===== src/rtl/mips_mc_ctrl_if.sv =====
// Control/datapath bundle for the multi-cycle MIPS controller.
// master: controller side (consumes IR fields and the ALU zero flag, drives enables/selects).
// slave : datapath side.
interface mips_mc_ctrl_if #(
    parameter int OP_W = 6,
    parameter int FN_W = 6
);
    logic [OP_W-1:0] op;
    logic [FN_W-1:0] funct;
    logic            zero;
    logic            PCWr;
    logic            IRWr;
    logic            RFWr;
    logic            DMWr;
    logic [1:0]      NPCOp;
    logic [1:0]      WRSel;
    logic [1:0]      WDSel;
    logic [1:0]      EXTOp;
    logic            BSel;
    logic [2:0]      ALUOp;

    modport master (
        input  op, funct, zero,
        output PCWr, IRWr, RFWr, DMWr, NPCOp, WRSel, WDSel, EXTOp, BSel, ALUOp
    );

    modport slave (
        output op, funct, zero,
        input  PCWr, IRWr, RFWr, DMWr, NPCOp, WRSel, WDSel, EXTOp, BSel, ALUOp
    );
endinterface


===== src/rtl/mips_mc_ctrl.sv =====
// Multi-cycle MIPS control FSM: fetch, decode, execute, memory, writeback.
// Outputs are combinational from state plus op/funct/zero; rst forces them low.
// Optional feature macro: MC_CTRL_BNE_EN (adds bne handling through the BR state).
//
// state | meaning
// FETCH | load IR, PC <= PC+4
// DCD   | decode opcode/funct, no writes
// MA    | memory address = rs + sign-extended imm
// MR    | data memory read cycle
// MW    | data memory write (sw)
// WBM   | write DM read data into rt (lw)
// EXE   | ALU operation for R-type / ori / lui
// WBA   | write ALU result to rd (R-type) or rt (imm)
// BR    | compare, conditionally take branch target
// JMP   | j / jal / jr
module mips_mc_ctrl #(
    parameter int OP_W = 6,
    parameter int FN_W = 6
) (
    input  logic             clk,
    input  logic             rst,
    mips_mc_ctrl_if.master   bus
);

    localparam logic [OP_W-1:0] OP_RTYPE = 6'b000000;
    localparam logic [OP_W-1:0] OP_LW    = 6'b100011;
    localparam logic [OP_W-1:0] OP_SW    = 6'b101011;
    localparam logic [OP_W-1:0] OP_ORI   = 6'b001101;
    localparam logic [OP_W-1:0] OP_LUI   = 6'b001111;
    localparam logic [OP_W-1:0] OP_BEQ   = 6'b000100;
    localparam logic [OP_W-1:0] OP_J     = 6'b000010;
    localparam logic [OP_W-1:0] OP_JAL   = 6'b000011;
`ifdef MC_CTRL_BNE_EN
    localparam logic [OP_W-1:0] OP_BNE   = 6'b000101;
`endif
    localparam logic [FN_W-1:0] FN_ADDU  = 6'b100001;
    localparam logic [FN_W-1:0] FN_SUBU  = 6'b100011;
    localparam logic [FN_W-1:0] FN_SLT   = 6'b101010;
    localparam logic [FN_W-1:0] FN_JR    = 6'b001000;

    typedef enum logic [3:0] {
        FETCH = 4'd0,
        DCD   = 4'd1,
        MA    = 4'd2,
        MR    = 4'd3,
        MW    = 4'd4,
        WBM   = 4'd5,
        EXE   = 4'd6,
        WBA   = 4'd7,
        BR    = 4'd8,
        JMP   = 4'd9
    } state_t;

    state_t state, nx;

    logic is_rtype, is_alu_r, is_jr;
    logic is_lw, is_sw, is_ori, is_lui, is_beq, is_j, is_jal;

    assign is_rtype = (bus.op == OP_RTYPE);
    assign is_alu_r = is_rtype && ((bus.funct == FN_ADDU) || (bus.funct == FN_SUBU) ||
                                   (bus.funct == FN_SLT));
    assign is_jr    = is_rtype && (bus.funct == FN_JR);
    assign is_lw    = (bus.op == OP_LW);
    assign is_sw    = (bus.op == OP_SW);
    assign is_ori   = (bus.op == OP_ORI);
    assign is_lui   = (bus.op == OP_LUI);
    assign is_beq   = (bus.op == OP_BEQ);
    assign is_j     = (bus.op == OP_J);
    assign is_jal   = (bus.op == OP_JAL);
`ifdef MC_CTRL_BNE_EN
    logic is_bne;
    assign is_bne   = (bus.op == OP_BNE);
`endif

    logic       pc_wr, ir_wr, rf_wr, dm_wr, b_sel;
    logic [1:0] npc_op, wr_sel, wd_sel, ext_op;
    logic [2:0] alu_op;

    // ALU configuration shared by EXE and WBA so the result stays stable during writeback.
    logic       exe_bsel;
    logic [1:0] exe_ext;
    logic [2:0] exe_alu;

    // Decode ALU operand/operation for arithmetic-class instructions.
    always_comb begin
        exe_bsel = 1'b0;
        exe_ext  = 2'b00;
        exe_alu  = 3'b000;
        if (is_ori) begin
            exe_bsel = 1'b1;
            exe_ext  = 2'b00;
            exe_alu  = 3'b010;
        end else if (is_lui) begin
            exe_bsel = 1'b1;
            exe_ext  = 2'b10;
            exe_alu  = 3'b010;
        end else if (is_rtype) begin
            case (bus.funct)
                FN_SUBU: exe_alu = 3'b001;
                FN_SLT:  exe_alu = 3'b011;
                default: exe_alu = 3'b000;
            endcase
        end
    end

    // State register; reset returns to FETCH immediately.
    always_ff @(posedge clk or posedge rst) begin
        if (rst) state <= FETCH;
        else     state <= nx;
    end

    // Next-state and raw control outputs from the current state.
    always_comb begin
        nx     = FETCH;
        pc_wr  = 1'b0;
        ir_wr  = 1'b0;
        rf_wr  = 1'b0;
        dm_wr  = 1'b0;
        npc_op = 2'b00;
        wr_sel = 2'b00;
        wd_sel = 2'b00;
        ext_op = 2'b00;
        b_sel  = 1'b0;
        alu_op = 3'b000;
        case (state)
            FETCH: begin
                ir_wr = 1'b1;
                pc_wr = 1'b1;
                nx    = DCD;
            end
            DCD: begin
                if (is_lw || is_sw)                 nx = MA;
                else if (is_alu_r || is_ori || is_lui) nx = EXE;
                else if (is_beq)                    nx = BR;
`ifdef MC_CTRL_BNE_EN
                else if (is_bne)                    nx = BR;
`endif
                else if (is_j || is_jal || is_jr)   nx = JMP;
                else                                nx = FETCH;
            end
            MA: begin
                b_sel  = 1'b1;
                ext_op = 2'b01;
                alu_op = 3'b000;
                nx     = is_sw ? MW : MR;
            end
            MR: nx = WBM;
            MW: begin
                dm_wr = 1'b1;
                nx    = FETCH;
            end
            WBM: begin
                rf_wr  = 1'b1;
                wr_sel = 2'b00;
                wd_sel = 2'b01;
                nx     = FETCH;
            end
            EXE: begin
                b_sel  = exe_bsel;
                ext_op = exe_ext;
                alu_op = exe_alu;
                nx     = WBA;
            end
            WBA: begin
                rf_wr  = 1'b1;
                wd_sel = 2'b00;
                wr_sel = is_rtype ? 2'b01 : 2'b00;
                b_sel  = exe_bsel;
                ext_op = exe_ext;
                alu_op = exe_alu;
                nx     = FETCH;
            end
            BR: begin
                alu_op = 3'b001;
                b_sel  = 1'b0;
                npc_op = 2'b01;
                pc_wr  = bus.zero;
`ifdef MC_CTRL_BNE_EN
                if (is_bne) pc_wr = ~bus.zero;
`endif
                nx     = FETCH;
            end
            JMP: begin
                pc_wr  = 1'b1;
                npc_op = is_jr ? 2'b11 : 2'b10;
                if (is_jal) begin
                    rf_wr  = 1'b1;
                    wr_sel = 2'b10;
                    wd_sel = 2'b10;
                end
                nx     = FETCH;
            end
            default: nx = FETCH;
        endcase
    end

    // Reset suppresses every write and zeroes every select, even mid-cycle.
    always_comb begin
        bus.PCWr  = pc_wr  & ~rst;
        bus.IRWr  = ir_wr  & ~rst;
        bus.RFWr  = rf_wr  & ~rst;
        bus.DMWr  = dm_wr  & ~rst;
        bus.NPCOp = rst ? 2'b00  : npc_op;
        bus.WRSel = rst ? 2'b00  : wr_sel;
        bus.WDSel = rst ? 2'b00  : wd_sel;
        bus.EXTOp = rst ? 2'b00  : ext_op;
        bus.BSel  = b_sel  & ~rst;
        bus.ALUOp = rst ? 3'b000 : alu_op;
    end

endmodule


===== src/flat_wrapper.sv =====
// flat-port wrapper written by rule: the top's interface ports become plain ports
module mips_mc_ctrl_flat 
#(
    parameter int OP_W = 6,
    parameter int FN_W = 6
)
  (clk, rst, bus_op, bus_funct, bus_zero, bus_PCWr, bus_IRWr, bus_RFWr, bus_DMWr, bus_NPCOp, bus_WRSel, bus_WDSel, bus_EXTOp, bus_BSel, bus_ALUOp);
  mips_mc_ctrl_if #(.OP_W(OP_W), .FN_W(FN_W)) bus_i ();
  input  logic clk;
  input  logic rst;
  input wire logic [$bits(bus_i.op)-1:0] bus_op;
  input wire logic [$bits(bus_i.funct)-1:0] bus_funct;
  input wire logic [$bits(bus_i.zero)-1:0] bus_zero;
  output wire logic [$bits(bus_i.PCWr)-1:0] bus_PCWr;
  output wire logic [$bits(bus_i.IRWr)-1:0] bus_IRWr;
  output wire logic [$bits(bus_i.RFWr)-1:0] bus_RFWr;
  output wire logic [$bits(bus_i.DMWr)-1:0] bus_DMWr;
  output wire logic [$bits(bus_i.NPCOp)-1:0] bus_NPCOp;
  output wire logic [$bits(bus_i.WRSel)-1:0] bus_WRSel;
  output wire logic [$bits(bus_i.WDSel)-1:0] bus_WDSel;
  output wire logic [$bits(bus_i.EXTOp)-1:0] bus_EXTOp;
  output wire logic [$bits(bus_i.BSel)-1:0] bus_BSel;
  output wire logic [$bits(bus_i.ALUOp)-1:0] bus_ALUOp;
  assign bus_i.op = bus_op;
  assign bus_i.funct = bus_funct;
  assign bus_i.zero = bus_zero;
  assign bus_PCWr = bus_i.PCWr;
  assign bus_IRWr = bus_i.IRWr;
  assign bus_RFWr = bus_i.RFWr;
  assign bus_DMWr = bus_i.DMWr;
  assign bus_NPCOp = bus_i.NPCOp;
  assign bus_WRSel = bus_i.WRSel;
  assign bus_WDSel = bus_i.WDSel;
  assign bus_EXTOp = bus_i.EXTOp;
  assign bus_BSel = bus_i.BSel;
  assign bus_ALUOp = bus_i.ALUOp;
  mips_mc_ctrl #(.OP_W(OP_W), .FN_W(FN_W)) u_core (.clk(clk), .rst(rst), .bus(bus_i));
endmodule

===== config.mk =====
export PLATFORM = sky130hd
export DESIGN_NAME = mips_mc_ctrl_flat
export DESIGN_NICKNAME = d
export VERILOG_FILES = /design/src/rtl/mips_mc_ctrl_if.sv /design/src/rtl/mips_mc_ctrl.sv /design/src/flat_wrapper.sv
export SDC_FILE = /design/constraint.sdc
export NUM_CORES = 1
export LEC_CHECK = 0
export CAP_MARGIN = 25
export CORE_MARGIN = 2
export CORE_UTILIZATION = 35
export CTS_CLUSTER_SIZE = 28
export DETAILED_ROUTE_END_ITERATION = 16
export PLACE_DENSITY = 0.85
export SYNTH_ARGS = -nofsm -noshare
export SYNTH_HDL_FRONTEND = slang
export SYNTH_SLANG_ARGS = --single-unit

===== constraint.sdc =====
create_clock -name clk -period 1.94 [get_ports clk]
set_clock_uncertainty 0.1 [all_clocks]
set_input_delay 0.291 -clock clk [delete_from_list [all_inputs] [get_ports clk]]
set_output_delay 0.291 -clock clk [all_outputs]
set_load 0.01 [all_outputs]

==> flow_metrics.py <==
metrics = {
    "outcome": {
        "status": "finished, violations left",
        "violations": "setup timing",
    },
    "finish": {
        "num_antenna_cells": 0,
        "largestRegisters": "u_core.state x4",
        "nets": 156,
        "area_growth_pct": 99.14,
        "top_register": "u_core.state",
        "drive_above_1_share_pct": 53.24,
        "fin_area_um2": 1164,
        "largest_reg_flops": 4,
    },
    "pwr": {
        "p_per_area_nw_per_um2": 541.9,
        "p_leak_nw": 0.5623,
        "finalPower_mw": 0.6305,
        "ir_worst_vdd_mv": 0.4576,
    },
    "global_route": {
        "grt_max_degree": 12,
        "antenna_found_initial": 0,
        "grt_remaining_overflow": 0,
        "grt_pass1_wl_um": 4333,
        "grt_pass1_vias": 989,
        "grt_usage_pct": 29.22,
    },
    "route": {
        "via_per_inst": 6.239,
        "drt-pass1-iter-count": 5,
        "dr.first_iter.drc_count": 46,
        "route.detailed.drc": 0,
        "wl_per_cell_um": 18.15,
        "postRouteAntennaNets": 0,
        "vias": 967,
        "drt_wl_total_um": 2813,
    },
    "synthesis": {
        "synthMuxAreaShare_pct": 3.426,
        "synth.net_count": 93,
        "synth_area_um2": 584.3,
        "ys_ff_latch": 4,
        "ys.flop_type": "dfrtp_1",
        "synthXorXnorAreaFrac_pct": 0,
        "synth_compound_area_share_pct": 22.70,
        "syn_inst": 78,
        "avgSynthCellArea_um2": 7.491,
        "synth_edf_count": 0,
        "synth-simple-area-share_pct": 45.18,
        "yosysUniqueCellTypes": 40,
        "ys_seq_area_share_pct": 17.13,
        "synth_top_family_by_area": "simple AND/OR/NAND/NOR gates",
        "ys_async_sr_fraction_pct": 100.0,
        "yosys_warnings": 0,
        "synthAdderAreaFrac_pct": 0,
    },
    "worst_setup_path": {
        "crit_arrival_ns": 1.76,
        "critPathKind": "input port to output pin",
        "path_max_fanout": 4,
        "endpoint_kind": "output pin",
        "reg2reg_depth": 5,
        "ff2ff_setup_slack_ns": 0.05,
        "critPathRequiredTime_ns": 1.55,
        "startpoint_type": "input port",
        "worst_r2r_endpoint": "u_core.state[3]",
        "reg2reg_from": "u_core.state[1]",
    },
    "timing": {
        "finalSetupViolCount": 6,
        "period_share_pct": 110.7,
        "finalCriticalPeriod_ns": 2.148,
        "timing.fmax_mhz": 465.5,
        "hold_viol": 0,
        "rsz0062_at_grt": "true",
        "fin_ws_ns": -0.2083,
        "drv_slew": 0,
    },
    "die": {
        "die_h_um": 44.86,
        "num_io_pins": 31,
        "rows": 14,
        "initial_utilization_pct": 37.91,
        "die_area_um2": 2012,
        "core-area_um2": 1541,
        "die_x_um": 44.86,
    },
    "clock_tree": {
        "htreeDepth": 1,
        "numCtsBuffers": 3,
        "path_clk_slew_ns": 0.04,
        "cts_buffer_depth": 2,
        "cts_sinks": 4,
        "cts_hold_buffers": 0,
        "clkLatencyLatePin_ns": 0.24,
        "cts_tree": "yes",
        "cts_root_buf": "clkbuf_4",
    },
    "run": {
        "cap_violations": 0,
    },
    "place": {
        "post-dp-hpwl_um": 1684,
        "post_dp_cell_area_um2": 1059,
        "io_buffers": 29,
        "gp_congestion": 0.8283,
    },
    "worst_hold_path": {
        "hp-class": "input port to async pin",
    },
}
-- placed cells by master (no fill, tap or decap), types with 3 or more instances in the layout --
cell type	netlist	final
buf_2	2	10
nor2_1	6	4
dfrtp_1	4	3
dlygate4sd2_1	0	11
nor4_4	1	3
buf_6	0	4
nand3_1	3	3
nand2_1	6	5
nand4_1	3	3
buf_4	1	33
clkbuf_4	0	3
nand2b_1	4	3
inv_1	5	4
-- cell usage after synthesis (all sizes together), types with 2 or more instances --
master	n	share of area (%)
nor2	6	3.9
or4	2	3.2
dfrtp	4	17
inv	5	3.2
nand2b	4	4.3
nand4	3	3.2
nand2	6	3.9
o21ai	3	2.6
nor3b	2	2.6
clkbuf	2	1.3
mux2i	2	3.4
buf	4	6.4
nor3	3	2.6
nand3	3	2.6
and3	3	3.2
a21oi	4	4.1
nor4	4	6.9
-- worst max-delay path, stage by stage --
cell and delay, ns:
buf_6 0.09, or4_4 0.57, buf_6 0.14, nor4_4 0.17
nand4b_1 0.16, a21boi_1 0.18, buf_2 0.16
-- worst max path at each step --
stage,slack (ns),start,to,depth (start not counted)
floorplan,0.05,bus_op[3],bus_ALUOp[0],4
global placement,-0.85,bus_op[3],bus_NPCOp[0],6
detailed placement,-0.87,bus_op[3],bus_ALUOp[1],6
CTS,-0.12,bus_op[4],bus_ALUOp[1],7
global route,-0.24,bus_op[4],bus_ALUOp[1],7
finish,-0.21,bus_op[4],bus_ALUOp[1],7
-- stage by stage --
stage | hold WS, ns | instances | util [%] | setup slack (ns) | setup TNS (ns)
after global routing | 0.1172 | 155 | 75.49 | -0.2437 | -0.6891
after global placement | 0.4866 | 144 | 68.67 | -0.8478 | -8.072
after CTS | 0.06831 | 154 | 73.38 | -0.1217 | -0.1856
after detailed placement | 0.5051 | 144 | 68.67 | -0.8717 | -8.554
final | 0.1012 | 155 | 75.49 | -0.2083 | -0.4286
after floorplan | -0.04292 | 78 | - | 0.05432 | 0
-- area by class of cell --
cell class | instances | area, µm²
flip-flops and latches | 4 | 101.3
well taps | 16 | 20.02
fillers | 110 | 377.9
clock buffers | 3 | 22.52
repair buffers | 64 | 489.2
inverters | 5 | 18.77
multi-input cells | 63 | 511.7
-- timing repair --
action | in CTS | in global routing
gates resized for setup | 86 | 9
setup endpoints to repair | 16 | 10
pin swaps | 11 | 2
setup buffers | 7 | 1
-- power breakdown --
part           total [mW]  internal [mW]  leakage, nW  switching [mW]
registers           0.126         0.0994       0.0516          0.0262
logic               0.401          0.186        0.497           0.215
clock network       0.104         0.0692       0.0138          0.0345
-- cell families (layout without fill, tap and decap cells) --
logic type	count (synthesis)	after routing
buffers and inverters	11	72
muxes	2	2
other	1	1
DFF	4	4
and+or+nand+nor	42	42
AOI/OAI and AO/OA	18	18
-- per-layer routing --
metal | vias up | part of all wire [%] | global-route usage [%]
li1 | 419 | - | -
met1 | 447 | 36 | 30.39
met2 | 79 | 51 | 52.17
met3 | 22 | 8.5 | 6.800
met4 | 0 | 4.3 | 18.82
met5 | - | 0 | 0
No activity file was read; power rests on OpenSTA's default activity.
==> RTL change (config.mk and constraints unchanged) <==
`FN_W` is set to 6 in 3 places; all go to 12.
--- a/src/rtl/mips_mc_ctrl_if.sv
+++ b/src/rtl/mips_mc_ctrl_if.sv
@@ -4,5 +4,5 @@
 interface mips_mc_ctrl_if #(
     parameter int OP_W = 6,
-    parameter int FN_W = 6
+    parameter int FN_W = 12
 );
     logic [OP_W-1:0] op;
--- a/src/rtl/mips_mc_ctrl.sv
+++ b/src/rtl/mips_mc_ctrl.sv
@@ -16,5 +16,5 @@
 module mips_mc_ctrl #(
     parameter int OP_W = 6,
-    parameter int FN_W = 6
+    parameter int FN_W = 12
 ) (
     input  logic             clk,
--- a/src/flat_wrapper.sv
+++ b/src/flat_wrapper.sv
@@ -3,5 +3,5 @@
 #(
     parameter int OP_W = 6,
-    parameter int FN_W = 6
+    parameter int FN_W = 12
 )
   (clk, rst, bus_op, bus_funct, bus_zero, bus_PCWr, bus_IRWr, bus_RFWr, bus_DMWr, bus_NPCOp, bus_WRSel, bus_WDSel, bus_EXTOp, bus_BSel, bus_ALUOp);
Interface: changed (resized bus_funct); port bits go from 31 to 37. No check against the original RTL was run, so the function may have changed too.
==> RTL change against the unedited design <==
The run still ends with setup timing left; synthesized cell count grew 13%; sequential cell count did not move; area after synthesis grew 6.2%; setup slack worse by 0.076 ns; routed wire length fell by 0.43%; non-clock buffer count is 13 higher; global-route usage down 1.4 points; fmax down 3.4%; critical path type unchanged; total power is 3.2% lower; design area is 16% higher.
==> RTL change: results <==
[outcome]
status = finished with violations
violations = setup timing

[logic_synthesis]
synth_compound_area_frac = 0.242
synth.distinct_cells = 34
syn_nets = 109
netlist_instances = 88
synth_area_leaders = dfrtp_1 16%, nor4b_1 5.6%, or4_4 5.4%, nand2b_1 5.0%, nor3_1 4.8%
synthMuxAreaShare = 0
netlist_top_cells_count = 8 x nor2_1, 7 x nand2_1, 6 x nor3_1

[routing]
via_count = 1018
wl_per_cell_um = 15.5
drt-pass1-iter-count = 4

[critical_path]
ff2ff_setup_slack_ns = 0.23
crit_fanout = 2
max_stage_delay_ns = 0.55
reg2reg_to = u_core.state[1]$_DFF_PP0_

[power]
peakVddDrop_mv = 0.480
leakagePower_nw = 0.654

[placed_design]
routabilityCongestion = 0.866
dp.final_hpwl_um = 1720

[grt]
grt_max_degree = 10
gr-usage-all-layers = 0.278
grt_pass1_wl_um = 4290

[layout]
drive_above_1_share = 0.543

[sta]
setup_viol = 3
finalWorstSetupSlack_ns = -0.285
## RTL change: timing repair
item                       4_1_cts  5_1_grt
setup buffers                   13        2
hold buffers                     0        0
gates resized for setup         98       13
pin swaps                       13        5
setup endpoints to repair       17       11
## RTL change: worst max-delay path by stage
stage	from	end	cells past startpoint
5_1_grt	bus_op[0]	bus_ALUOp[1]	7
2_1_floorplan	bus_funct[9]	bus_NPCOp[0]	4
3_5_place_dp	bus_funct[9]	bus_NPCOp[0]	6
3_3_place_gp	bus_funct[9]	bus_NPCOp[0]	6
4_1_cts	bus_op[0]	bus_NPCOp[0]	7
6_report	bus_funct[10]	bus_ALUOp[1]	7
## RTL change: per-stage QoR
step / hold WS, ns / area [µm²] / setup slack (ns) / TNS, ns
after CTS: 0.0774 / 1320 / -0.224 / -0.611
after detailed placement: 0.475 / 1190 / -0.966 / -8.16
after floorplan: -0.0429 / 632 / -0.0200 / -0.0200
final: 0.0818 / 1350 / -0.285 / -0.734
after global routing: 0.0948 / 1350 / -0.369 / -1.04
after global placement: 0.453 / 1190 / -0.946 / -8.08
## RTL change: cell families after synthesis
kind of cell / Yosys count
compound gates: 22
other cells: 1
buf+inv: 9
flops: 4
simple gates: 52
## RTL change: per-layer routing
metal | vias up | global-route usage | wire length, µm
li1 | 483 | - | -
met1 | 474 | 0.331 | 1080
met2 | 53 | 0.494 | 1470
met3 | 8 | 0.0549 | 183
met4 | 0 | 0.0857 | 65
met5 | - | 0 | 0
## RTL change: worst max-delay path, delay by kind of cell
family | cells | cell delay [ns]
and+or+nand+nor | 3 | 0.82
buffers and inverters | 3 | 0.55
AOI/OAI and AO/OA | 1 | 0.18
## RTL change: final cells by class
cell class	instances	area, µm²
clock buffers	3	22.5
well taps	17	21.3
fillers	112	340
flip-flops and latches	4	100
repair buffers	77	586
inverters	5	18.8
multi-input cells	75	601
## RTL change: power breakdown
part           internal, mW  total [mW]  leakage [nW]  switching, mW
Sequential           0.0991       0.116        0.0532         0.0172
Combinational         0.188       0.393         0.587          0.205
Clock                0.0690       0.101        0.0138         0.0318
Total                 0.356       0.610         0.654          0.254
